**src/rtl/fir_sched_pkg.sv**
```systemverilog
// fir_sched_pkg: shared FSM encoding, defaults and width helpers for the FIR channel scheduler.
package fir_sched_pkg;
    localparam int DEFAULT_TAPS = 256;
    localparam int DEFAULT_NUM_CH = 4;
    typedef enum logic [1:0] {IDLE, START, RUN, WAIT_DONE} state_t;
    function automatic int addr_w(input int taps);
        return taps > 1 ? $clog2(taps) : 1;
    endfunction
    function automatic int bank_w(input int num_ch);
        return num_ch > 1 ? $clog2(num_ch) : 1;
    endfunction
endpackage

```
**src/rtl/fir_channel_scheduler_rr_arbiter.sv**
```systemverilog
// rr_arbiter: round-robin search starting after the last granted channel.
module rr_arbiter
    import fir_sched_pkg::*;
#(
    parameter int NUM_CH = DEFAULT_NUM_CH
) (
    input  logic                      clock,
    input  logic                      reset,
    input  logic [NUM_CH-1:0]         req,
    input  logic                      advance,
    output logic [bank_w(NUM_CH)-1:0] grant_idx,
    output logic                      any_req
);
    localparam int BW = bank_w(NUM_CH);
    logic [BW-1:0] ptr;
    // Walk offsets from farthest to nearest so the nearest requester after ptr wins.
    always_comb begin
        grant_idx = '0;
        for (int i = NUM_CH; i >= 1; i--) begin
            logic [BW-1:0] j;
            j = BW'((int'(ptr) + i) % NUM_CH);
            if (req[j]) grant_idx = j;
        end
    end
    assign any_req = |req;
    always_ff @(posedge clock or posedge reset)
        if (reset) ptr <= BW'(NUM_CH - 1);
        else if (advance && any_req) ptr <= grant_idx;
endmodule

```
**src/rtl/fir_channel_scheduler.sv**
```systemverilog
// fir_channel_scheduler: time-shares one FIR engine between NUM_CH channels,
// buffering one sample per channel and routing tagged results back.
module fir_channel_scheduler
    import fir_sched_pkg::*;
#(
    parameter int NUM_CH      = DEFAULT_NUM_CH,
    parameter int DATA_W      = 24,
    parameter int OUT_WIDTH   = 32,
    parameter int TAPS        = DEFAULT_TAPS,
    parameter int COEFF_DELAY = 2,
    parameter int TIMEOUT     = 272
) (
    input  logic                       clock,
    input  logic                       reset,
    input  logic [NUM_CH-1:0]          ch_strobe,
    input  logic [NUM_CH*DATA_W-1:0]   ch_data,
    output logic                       eng_start,
    output logic [DATA_W-1:0]          eng_data,
    output logic [addr_w(TAPS)-1:0]    coeff_addr,
    output logic [bank_w(NUM_CH)-1:0]  coeff_bank,
    input  logic                       eng_strobe,
    input  logic [OUT_WIDTH-1:0]       eng_result,
    input  logic                       eng_done,
    output logic                       out_strobe,
    output logic [OUT_WIDTH-1:0]       out_data,
    output logic [bank_w(NUM_CH)-1:0]  out_channel,
    output logic                       busy,
    output logic [NUM_CH-1:0]          overrun,
    input  logic                       clear_overrun,
    output logic                       timeout_err
);
    localparam int AW = addr_w(TAPS);
    localparam int BW = bank_w(NUM_CH);
    localparam int CW = $clog2(TIMEOUT + 1);

    state_t            state, state_nxt;
    logic [NUM_CH-1:0] pending, consume, ovr_evt;
    logic [DATA_W-1:0] slot [NUM_CH];
    logic [BW-1:0]     grant, arb_idx;
    logic              any_req, active, tmo;
    logic [CW-1:0]     cnt;
    logic [AW-1:0]     addr;

    rr_arbiter #(.NUM_CH(NUM_CH)) u_arb (
        .clock     (clock),
        .reset     (reset),
        .req       (pending),
        .advance   (state == IDLE),
        .grant_idx (arb_idx),
        .any_req   (any_req)
    );

    assign active      = state == RUN || state == WAIT_DONE;
    assign tmo         = active && !eng_done && cnt == CW'(TIMEOUT - 1);
    assign consume     = (state == START) ? (NUM_CH'(1) << grant) : '0;
    assign ovr_evt     = ch_strobe & pending & ~consume;
    assign eng_start   = state == START;
    assign busy        = state != IDLE;
    assign eng_data    = eng_start ? slot[grant] : '0;
    assign coeff_addr  = addr;
    assign coeff_bank  = grant;

    always_comb begin
        state_nxt = state;
        case (state)
            IDLE:      state_nxt = any_req ? START : IDLE;
            START:     state_nxt = RUN;
            RUN:       state_nxt = (eng_done || tmo) ? IDLE : (addr == AW'(TAPS - 1)) ? WAIT_DONE : RUN;
            WAIT_DONE: state_nxt = (eng_done || tmo) ? IDLE : WAIT_DONE;
            default:   state_nxt = IDLE;
        endcase
    end

    // cnt measures cycles since eng_start; it also paces the coefficient address.
    always_ff @(posedge clock or posedge reset)
        if (reset) begin
            state <= IDLE;
            grant <= '0;
            cnt   <= '0;
            addr  <= '0;
        end else begin
            state <= state_nxt;
            if (state == IDLE && any_req) grant <= arb_idx;
            cnt  <= (state == IDLE) ? '0 : cnt + CW'(1);
            addr <= !active ? '0
                  : (state == RUN && cnt >= CW'(COEFF_DELAY) && addr != AW'(TAPS - 1)) ? addr + AW'(1)
                  : addr;
        end

    // A fresh overrun or timeout in the clearing cycle keeps its flag set.
    always_ff @(posedge clock or posedge reset)
        if (reset) begin
            pending     <= '0;
            overrun     <= '0;
            timeout_err <= 1'b0;
        end else begin
            pending     <= ch_strobe | (pending & ~consume);
            overrun     <= (clear_overrun ? '0 : overrun) | ovr_evt;
            timeout_err <= (timeout_err && !clear_overrun) || tmo;
        end

    for (genvar k = 0; k < NUM_CH; k++) begin : g_slot
        always_ff @(posedge clock or posedge reset)
            if (reset) slot[k] <= '0;
            else if (ch_strobe[k]) slot[k] <= ch_data[k*DATA_W +: DATA_W];
    end

    always_ff @(posedge clock or posedge reset)
        if (reset) begin
            out_strobe  <= 1'b0;
            out_data    <= '0;
            out_channel <= '0;
        end else begin
            out_strobe <= eng_strobe && active;
            if (eng_strobe && active) begin
                out_data    <= eng_result;
                out_channel <= grant;
            end
        end
endmodule
```
**config.mk**
```make
export PLATFORM = sky130hd
export DESIGN_NAME = fir_channel_scheduler
export DESIGN_NICKNAME = d
export VERILOG_FILES = /design/src/rtl/fir_sched_pkg.sv /design/src/rtl/fir_channel_scheduler_rr_arbiter.sv /design/src/rtl/fir_channel_scheduler.sv
export SDC_FILE = /design/constraint.sdc
export NUM_CORES = 1
export LEC_CHECK = 0
export CORE_AREA = 2 2 153 125
export DETAILED_ROUTE_END_ITERATION = 6
export DIE_AREA = 0 0 155 127
export PLACE_DENSITY = 0.7
export SLEW_MARGIN = 0
export SYNTH_ARGS = -nofsm -noshare
export SYNTH_HDL_FRONTEND = slang
export SYNTH_HIERARCHICAL = 1
export SYNTH_SLANG_ARGS = --single-unit
```
**constraint.sdc**
```tcl
create_clock -name clock -period 14.03 [get_ports clock]
set_clock_uncertainty 0.05 [all_clocks]
set_input_delay 2.806 -clock clock [delete_from_list [all_inputs] [get_ports clock]]
set_output_delay 2.806 -clock clock [all_outputs]
set_load 0.02 [all_outputs]
```
==> tab_implementation.tex, run 1 <==
\begin{tabular}{lr}
\hline
Metric & Value \\
\hline
\multicolumn{2}{l}{\textbf{Clock tree}} \\
Setup Fix Bufs, Post-CTS & 0 \\
Number of buffers added by the clock tree synthesis step & 17 \\
Source-to-sink clock delay at the later pin of the worst-skew pair & 420 ps \\
Clock Pin Slew Worst Setup and Hold Paths & 60 ps \\
H-tree depth & 4 \\
Total of hold buffers inserted after clock tree synthesis & 0 \\
Post-CTS sizing & 0 \\
Clock Tree Buf Depth & 2 \\
TritonCTS clock tree & yes \\
Root buffer cell & clkbuf\_16 \\
Num Clock Sinks & $\sim$160 \\
\multicolumn{2}{l}{\textbf{Layout}} \\
Synthesis-to-layout area growth & 42.2\% \\
Number of inserted diodes & 0 \\
Final instance area & just over 10000 um\^{}2 \\
Number of nets in the layout & 844 \\
Ratio of cells with drive above 1 in the final layout & 28.6\% \\
\multicolumn{2}{l}{\textbf{Power}} \\
Sum of internal, switching and leakage power & 1.83 mW \\
Leak pwr & 4.13 nW \\
Power density over the cells & 181 nW/um\^{}2 \\
Worst vdd rail ir drop & 0.0747 mV \\
\multicolumn{2}{l}{\textbf{Drt}} \\
Overall via count from detail\_route & 4886 \\
Drt via density & a little over 5 \\
Avg WL per Cell & 19.1 um \\
Length of the first detailed-routing pass in iterations & 5 \\
Wirelength, routed & about 18 mm \\
Initial DRC count & 278 \\
Number of nets still failing antenna checks after routing & 0 \\
Post-detailed-route DRC marker count & 0 \\
\multicolumn{2}{l}{\textbf{STA}} \\
FMAX & 176 MHz \\
Final-report setup violation count & 0 \\
Actual transition at the worst max-transition pin & 957 ps \\
Setup repair after global routing missed its margin & false \\
Final Cycle Share & 40.5\% \\
Time the worst path needs with I/O delays and setup & roughly 5700 ps \\
Fin Setup TNS & 0 ps \\
Endpoints failing hold & 0 \\
Worst hold slack after final layout & 443 ps \\
Relative slew slack & approximately 36\% \\
PnR worst setup slack & 8350 ps \\
Number of pins with negative max-slew slack in the final report & 0 \\
\multicolumn{2}{l}{\textbf{Synth}} \\
Synthesis warning total & 6 \\
Share of the synthesized area in the top cell type & 56.7\% \\
Top\_reg\_cell synth & dfrtp\_1 \\
Net count of the mapped netlist & 630 \\
Count of mapped cells out of synthesis & 490 \\
Cell area after synthesis & a little over 7000 um\^{}2 \\
Flop and latch count out of synthesis & 163 \\
Top cells by area, synth & dfrtp\_1 57\%, mux2\_2 21\%, mux4\_2 7.6\%, and2\_1 2.1\%, inv\_1 0.85\% \\
Cell accounting for the most synthesized area & dfrtp\_1 \\
Number of unique standard cell types used by synthesis & 43 \\
Most instantiated library cell after synthesis & dfrtp\_1 \\
Mean instance size in the synthesized netlist & 14.5 um\^{}2 \\
Sequential area share after synthesis & 57.4\% \\
Post-synth EDFFs & 0 \\
Top cells by instance count after synthesis & 161 x dfrtp\_1, 131 x mux2\_2, 24 x and2\_1, 24 x mux4\_2 \\
Share of synthesized registers carrying an async set or reset & 100\% \\
\multicolumn{2}{l}{\textbf{Floorplan}} \\
Die area & 19700 um\^{}2 \\
Core Region & approximately 18000 um\^{}2 \\
IO Pins & 213 \\
Number of rows in the core area & 44 \\
Y dimension of the die & between 100 and 150 um \\
Initial core utilization & a little under 40\% \\
Horizontal die dimension & 155 um \\
\multicolumn{2}{l}{\textbf{Setup path}} \\
Critical path buffer and inverter count & 3 \\
Data arrival time of the critical path & 2830 ps \\
Endpoint type of the worst setup path & primary output \\
Top cell family by delay on the critical path & buffers and inverters \\
CP Data Required Time & approximately 11000 ps \\
Category of the worst setup path launch point & flop \\
Max incr delay on CP & 680 ps \\
Critical path's most frequent cell & inv\_1 \\
Largest fanout of any net on the critical path & 27 \\
Critical setup path kind & flop to primary output \\
Slowest stage cell, crit path & inv\_1 \\
Critical path cell sequence & inv\_1 -> nand2\_1 -> inv\_1 -> and2\_1 -> clkdlybuf4s50\_1 \\
\multicolumn{2}{l}{\textbf{Global routing}} \\
Number of antenna violations at the first check in global routing & 0 \\
Overflow left after global routing & 0 \\
Number of global-route vias before repair & 5233 \\
First-pass GRT wire length & 28.7 mm \\
Overall track demand over capacity in global routing & 18.9\% \\
Largest net degree at the start of global routing & 96 \\
\multicolumn{2}{l}{\textbf{Placement}} \\
Placed cell area & 9480 um\^{}2 \\
Worst slack after detailed placement & 8740 ps \\
Detailed Place HPWL & 12.8 mm \\
Routability Congestion & 0.850 \\
Quantity of I/O buffers inserted on ports & 212 \\
\multicolumn{2}{l}{\textbf{Job}} \\
Max Cap Violations & 0 \\
\multicolumn{2}{l}{\textbf{Run status}} \\
Run status & finished, final reports clean \\
\multicolumn{2}{l}{\textbf{Worst hold path}} \\
Worst hold path class & flop to flop \\
\hline
\end{tabular}
==> worst reg2reg max path: stages, from the launching register on <==
cell and delay, ps:
dfrtp_1 490, inv_1 210, nand2_1 140, inv_1 680
nand3_1 220, a32o_1 330
==> through the flow <==
step | util [%] | instances
after floorplan | - | 490
after detailed placement | 52.7 | 915
after CTS | 56.1 | 947
after global routing | 56.1 | 947
final | 56.1 | 947
after global placement | 52.7 | 915
==> power by group <==
part | switching, mW | internal [mW] | total (mW)
clock network | 0.189 | 0.293 | 0.482
registers | 0.0893 | 0.573 | 0.662
logic | 0.312 | 0.376 | 0.688
==> area by class of cell <==
class,instances,area [um^2]
sequential,163,4080
multi-input combinational,286,2860
inverter,16,65.1
timing repair buffer,220,2180
clock inverter,9,119
fill,1466,7900
clock buffer,23,508
tap,230,288
==> path summary, 6_finish.rpt <==
| kind | startpoint | to | slack [ps] | cells after the start |
|---|---|---|---|---|
| setup / recovery | state[1]$_DFF_PP0_ | eng_data[22] | 8350 | 5 |
| hold / removal | cnt[0]$_DFF_PP0_ | cnt[0]$_DFF_PP0_ | 440 | 1 |
| setup reg to reg | state[1]$_DFF_PP0_ | overrun[3]$_DFF_PP0_ | 11800 | 5 |
| hold reg to reg | cnt[0]$_DFF_PP0_ | cnt[0]$_DFF_PP0_ | 440 | 1 |
| max in group asynchronous | reset | coeff_bank[0]$_DFFE_PP0P_ | 9540 | 3 |
| min in group asynchronous | reset | u_arb/ptr[1]$_DFFE_PP1P_ | 2820 | 2 |
==> registers in the layout (all words and copies together), names as in the netlist <==
| name | flops |
|---|---|
| slot | 96 |
| out_data | 32 |
| cnt | 9 |
| coeff_addr | 8 |
| overrun | 4 |
| pending | 4 |
| coeff_bank | 2 |
| out_channel | 2 |
| state | 2 |
| u_arb/ptr | 2 |
| out_strobe | 1 |
| timeout_err | 1 |
==> logic make-up (layout without fill, tap and decap cells) <==
logic type	count (synthesis)	after routing	synth area share, %
flops	163	163	57.4
mux	159	159	29.0
simple gates	84	84	6.53
buf+inv	41	268	2.29
compound gates	33	33	3.36
xor+xnor	7	7	0.863
fa+ha+maj	3	3	0.528
==> routing by layer <==
metal | vias to the layer above | global-route usage, % | wire (um)
met5 | - | 0 | 0
met4 | 0 | 4.96 | 239
met3 | 21 | 6.89 | 1400
met2 | 172 | 31.4 | 8960
met1 | 2494 | 23.5 | 7510
li1 | 2199 | - | -
==> layout by cell type, fill, tap and decap left out, types with 5 or more instances in the layout <==
cell type          n
and2_1            24
nand3_1            8
mux2_2           131
buf_4              8
nor2_1            13
clkbuf_16         17
clkbuf_8           6
a21oi_1            7
mux4_2            24
or4_1              5
inv_1             15
o31ai_1            7
dfrtp_1          160
nand2b_1           5
clkdlybuf4s50_1  212
nand2_1           16
No activity file was read; power rests on OpenSTA's default activity.
==> run 2: changes to the inputs <==
--- a/config.mk
+++ b/config.mk
@@ -8,7 +8,7 @@
 export CORE_AREA = 2 2 153 125
 export DETAILED_ROUTE_END_ITERATION = 6
 export DIE_AREA = 0 0 155 127
-export PLACE_DENSITY = 0.7
+export PLACE_DENSITY = 0.72
 export SLEW_MARGIN = 0
 export SYNTH_ARGS = -nofsm -noshare
 export SYNTH_HDL_FRONTEND = slang
==> constraint.sdc (replaced) <==
create_clock -name clock -period 4.75 [get_ports clock]
set_clock_uncertainty 0.05 [all_clocks]
set_input_delay 0.95 -clock clock [delete_from_list [all_inputs] [get_ports clock]]
set_output_delay 0.95 -clock clock [all_outputs]
set_load 0.02 [all_outputs]
==> run 2 against run 1 <==
Clock power grew to 2.9 times the previous value. Utilization is 0.063 points lower. Sequential power increased to 3.0 times the previous value. Wire length is 0.57% higher. Sequential share of layout area barely moved. Combinational power increased to 2.9 times the previous value. Highest routed layer unchanged. Critical path depth is the same. Largest cell class unchanged. Sequential cell count did not move. Critical endpoint is now eng_data[5].
==> tab_implementation.tex, run 2 (same netlist as run 1, synthesis figures left out) <==
\begin{tabular}{lr}
\hline
Metric & Value \\
\hline
\multicolumn{2}{l}{\textbf{Run status}} \\
Run status & finished, final reports clean \\
\multicolumn{2}{l}{\textbf{Clock tree}} \\
Clock Pin Slew Worst Setup and Hold Paths & 70 ps \\
Root buffer cell & clkbuf\_16 \\
Post-CTS sizing & 0 \\
Clock Tree Buf Depth & 2 \\
Number of buffers added by the clock tree synthesis step & 17 \\
H-tree depth & 4 \\
Num Clock Sinks & 163 \\
Source-to-sink clock delay at the later pin of the worst-skew pair & about 420 ps \\
TritonCTS clock tree & yes \\
Total of hold buffers inserted after clock tree synthesis & 0 \\
Setup Fix Bufs, Post-CTS & 0 \\
\multicolumn{2}{l}{\textbf{Floorplan}} \\
Horizontal die dimension & 155 um \\
Die area & a little under 20000 um\^{}2 \\
Initial core utilization & 39.5\% \\
IO Pins & between 200 and 250 \\
Number of rows in the core area & 44 \\
Y dimension of the die & 127 um \\
Core Region & 18000 um\^{}2 \\
\multicolumn{2}{l}{\textbf{STA}} \\
Time the worst path needs with I/O delays and setup & 3830 ps \\
Final Cycle Share & between 80\% and 90\% \\
Setup repair after global routing missed its margin & false \\
Actual transition at the worst max-transition pin & 1010 ps \\
Final-report setup violation count & 0 \\
Endpoints failing hold & 0 \\
FMAX & 261 MHz \\
Relative slew slack & 32.5\% \\
Fin Setup TNS & 0 ps \\
Number of pins with negative max-slew slack in the final report & 0 \\
\multicolumn{2}{l}{\textbf{Layout}} \\
Number of inserted diodes & 0 \\
Synthesis-to-layout area growth & 42.1\% \\
Final-layout fill cell count & between 1000 and 1500 \\
Commonest cells after routing, fill and taps aside & 212 x clkdlybuf4s50\_1, 160 x dfrtp\_1, 131 x mux2\_2 \\
Ratio of cells with drive above 1 in the final layout & about 28\% \\
Final instance area & approximately 10000 um\^{}2 \\
Number of nets in the layout & 844 \\
Register with the most flip-flops & slot \\
Number of cells in the finished layout apart from fillers & 947 \\
Number of flip-flops in the largest register & 96 \\
Largest registers & slot: 96 flops, out\_data: 32 flops, cnt: 9 flops \\
Most common cell after layout, fill and taps aside & clkdlybuf4s50\_1 \\
\multicolumn{2}{l}{\textbf{Setup path}} \\
Critical setup path kind & flop to primary output \\
Critical path cell sequence & inv\_1 -> nand2\_1 -> inv\_1 -> and2\_1 -> clkdlybuf4s50\_1 \\
Crit Reg-Reg Startpoint & state[1]\$\_DFF\_PP0\_ \\
Critical path's most frequent cell & inv\_1 \\
End point of the critical path & eng\_data[5] \\
Reg-to-reg slack, setup & 2540 ps \\
Worst setup path start & state[1]\$\_DFF\_PP0\_ \\
Endpoint of the most critical register-to-register path & overrun[3]\$\_DFF\_PP0\_ \\
Largest fanout of any net on the critical path & 27 \\
Data arrival time of the critical path & 2830 ps \\
Category of the worst setup path launch point & flop \\
Slowest stage cell, crit path & inv\_1 \\
CP Data Required Time & 3750 ps \\
Max incr delay on CP & between 600 and 700 ps \\
Reg2reg path depth & 5 \\
Endpoint type of the worst setup path & primary output \\
\multicolumn{2}{l}{\textbf{Worst hold path}} \\
Worst hold path class & flop to flop \\
\multicolumn{2}{l}{\textbf{Placement}} \\
Placed instance count & 915 \\
Routability Congestion & slightly above 0.8 \\
Quantity of I/O buffers inserted on ports & roughly 210 \\
Detailed Place HPWL & 13.0 mm \\
Placed cell area & 9490 um\^{}2 \\
\multicolumn{2}{l}{\textbf{Job}} \\
Max Cap Violations & 0 \\
\multicolumn{2}{l}{\textbf{Power}} \\
Sum of internal, switching and leakage power & between 5 and 6 mW \\
Leak pwr & 4.11 nW \\
Worst vdd rail ir drop & 0.228 mV \\
Power density over the cells & between 500 and 600 nW/um\^{}2 \\
\multicolumn{2}{l}{\textbf{Drt}} \\
Wirelength, routed & 18.2 mm \\
Drt via density & 5.11 \\
Number of nets still failing antenna checks after routing & 0 \\
Initial DRC count & about 190 \\
Overall via count from detail\_route & 4842 \\
Length of the first detailed-routing pass in iterations & 6 \\
Post-detailed-route DRC marker count & 0 \\
Avg WL per Cell & 19.2 um \\
\multicolumn{2}{l}{\textbf{Global routing}} \\
First-pass GRT wire length & 28.8 mm \\
Overall track demand over capacity in global routing & a little under a fifth \\
Number of global-route vias before repair & $\sim$5400 \\
Number of antenna violations at the first check in global routing & 0 \\
Largest net degree at the start of global routing & 81 \\
Overflow left after global routing & 0 \\
\hline
\end{tabular}
-- run 2: cell types whose count changed in the layout (fill, tap and decap cells not counted), moves of 2 or more --
cell        change
clkbuf_8        -6
clkinv_2        +2
clkinv_4        -2
clkinvlp_4      +2
inv_6           +2
-- run 2: layout make-up --
type,instances,area (um^2),area share (%)
clock inverter,14,175,1.74
multi-input combinational,286,2860,28.4
inverter,16,63.8,0.632
clock buffer,18,429,4.25
sequential,163,4080,40.4
tap,230,288,2.85
timing repair buffer,220,2190,21.7
-- run 2: power breakdown --
group | internal, mW | switching (mW)
logic | 1.11 | 0.894
registers | 1.69 | 0.289
clock network | 0.833 | 0.569
-- run 2: metrics by stage --
stage | utilization, % | hold slack (ps) | setup slack, ps
2_1_floorplan | - | 397 | 1710
3_3_place_gp | 52.7 | 413 | 1430
3_5_place_dp | 52.7 | 430 | 1370
4_1_cts | 56.1 | 447 | 910
5_1_grt | 56.1 | 460 | 740
6_report | 56.1 | 446 | 920
-- run 2: per-layer routing --
metal  vias to the layer above  global-route usage (%)  routed length (um)
met5                         -                       0                   0
met4                         0                    7.52                 403
met3                        26                    5.77                1150
met2                       172                    31.6                8930
met1                      2445                    23.6                7730
li1                       2199                       -                   -
-- run 2: worst max-delay path: cells and delay by family (launching register included) --
family                 cells  cell delay (ps)
buffers and inverters      3             1510
flip-flops                 1              490
AND/OR/NAND/NOR            2              410
-- run 2: worst min path at each step --
stage,start,end,slack [ps],cells past startpoint
2_1_floorplan,cnt[0]$_DFF_PP0_,cnt[0]$_DFF_PP0_,400,1
3_3_place_gp,cnt[0]$_DFF_PP0_,cnt[0]$_DFF_PP0_,410,1
3_5_place_dp,overrun[1]$_DFF_PP0_,overrun[1]$_DFF_PP0_,430,1
4_1_cts,cnt[0]$_DFF_PP0_,cnt[0]$_DFF_PP0_,450,1
5_1_grt,cnt[0]$_DFF_PP0_,cnt[0]$_DFF_PP0_,460,1
6_report,cnt[0]$_DFF_PP0_,cnt[0]$_DFF_PP0_,450,1
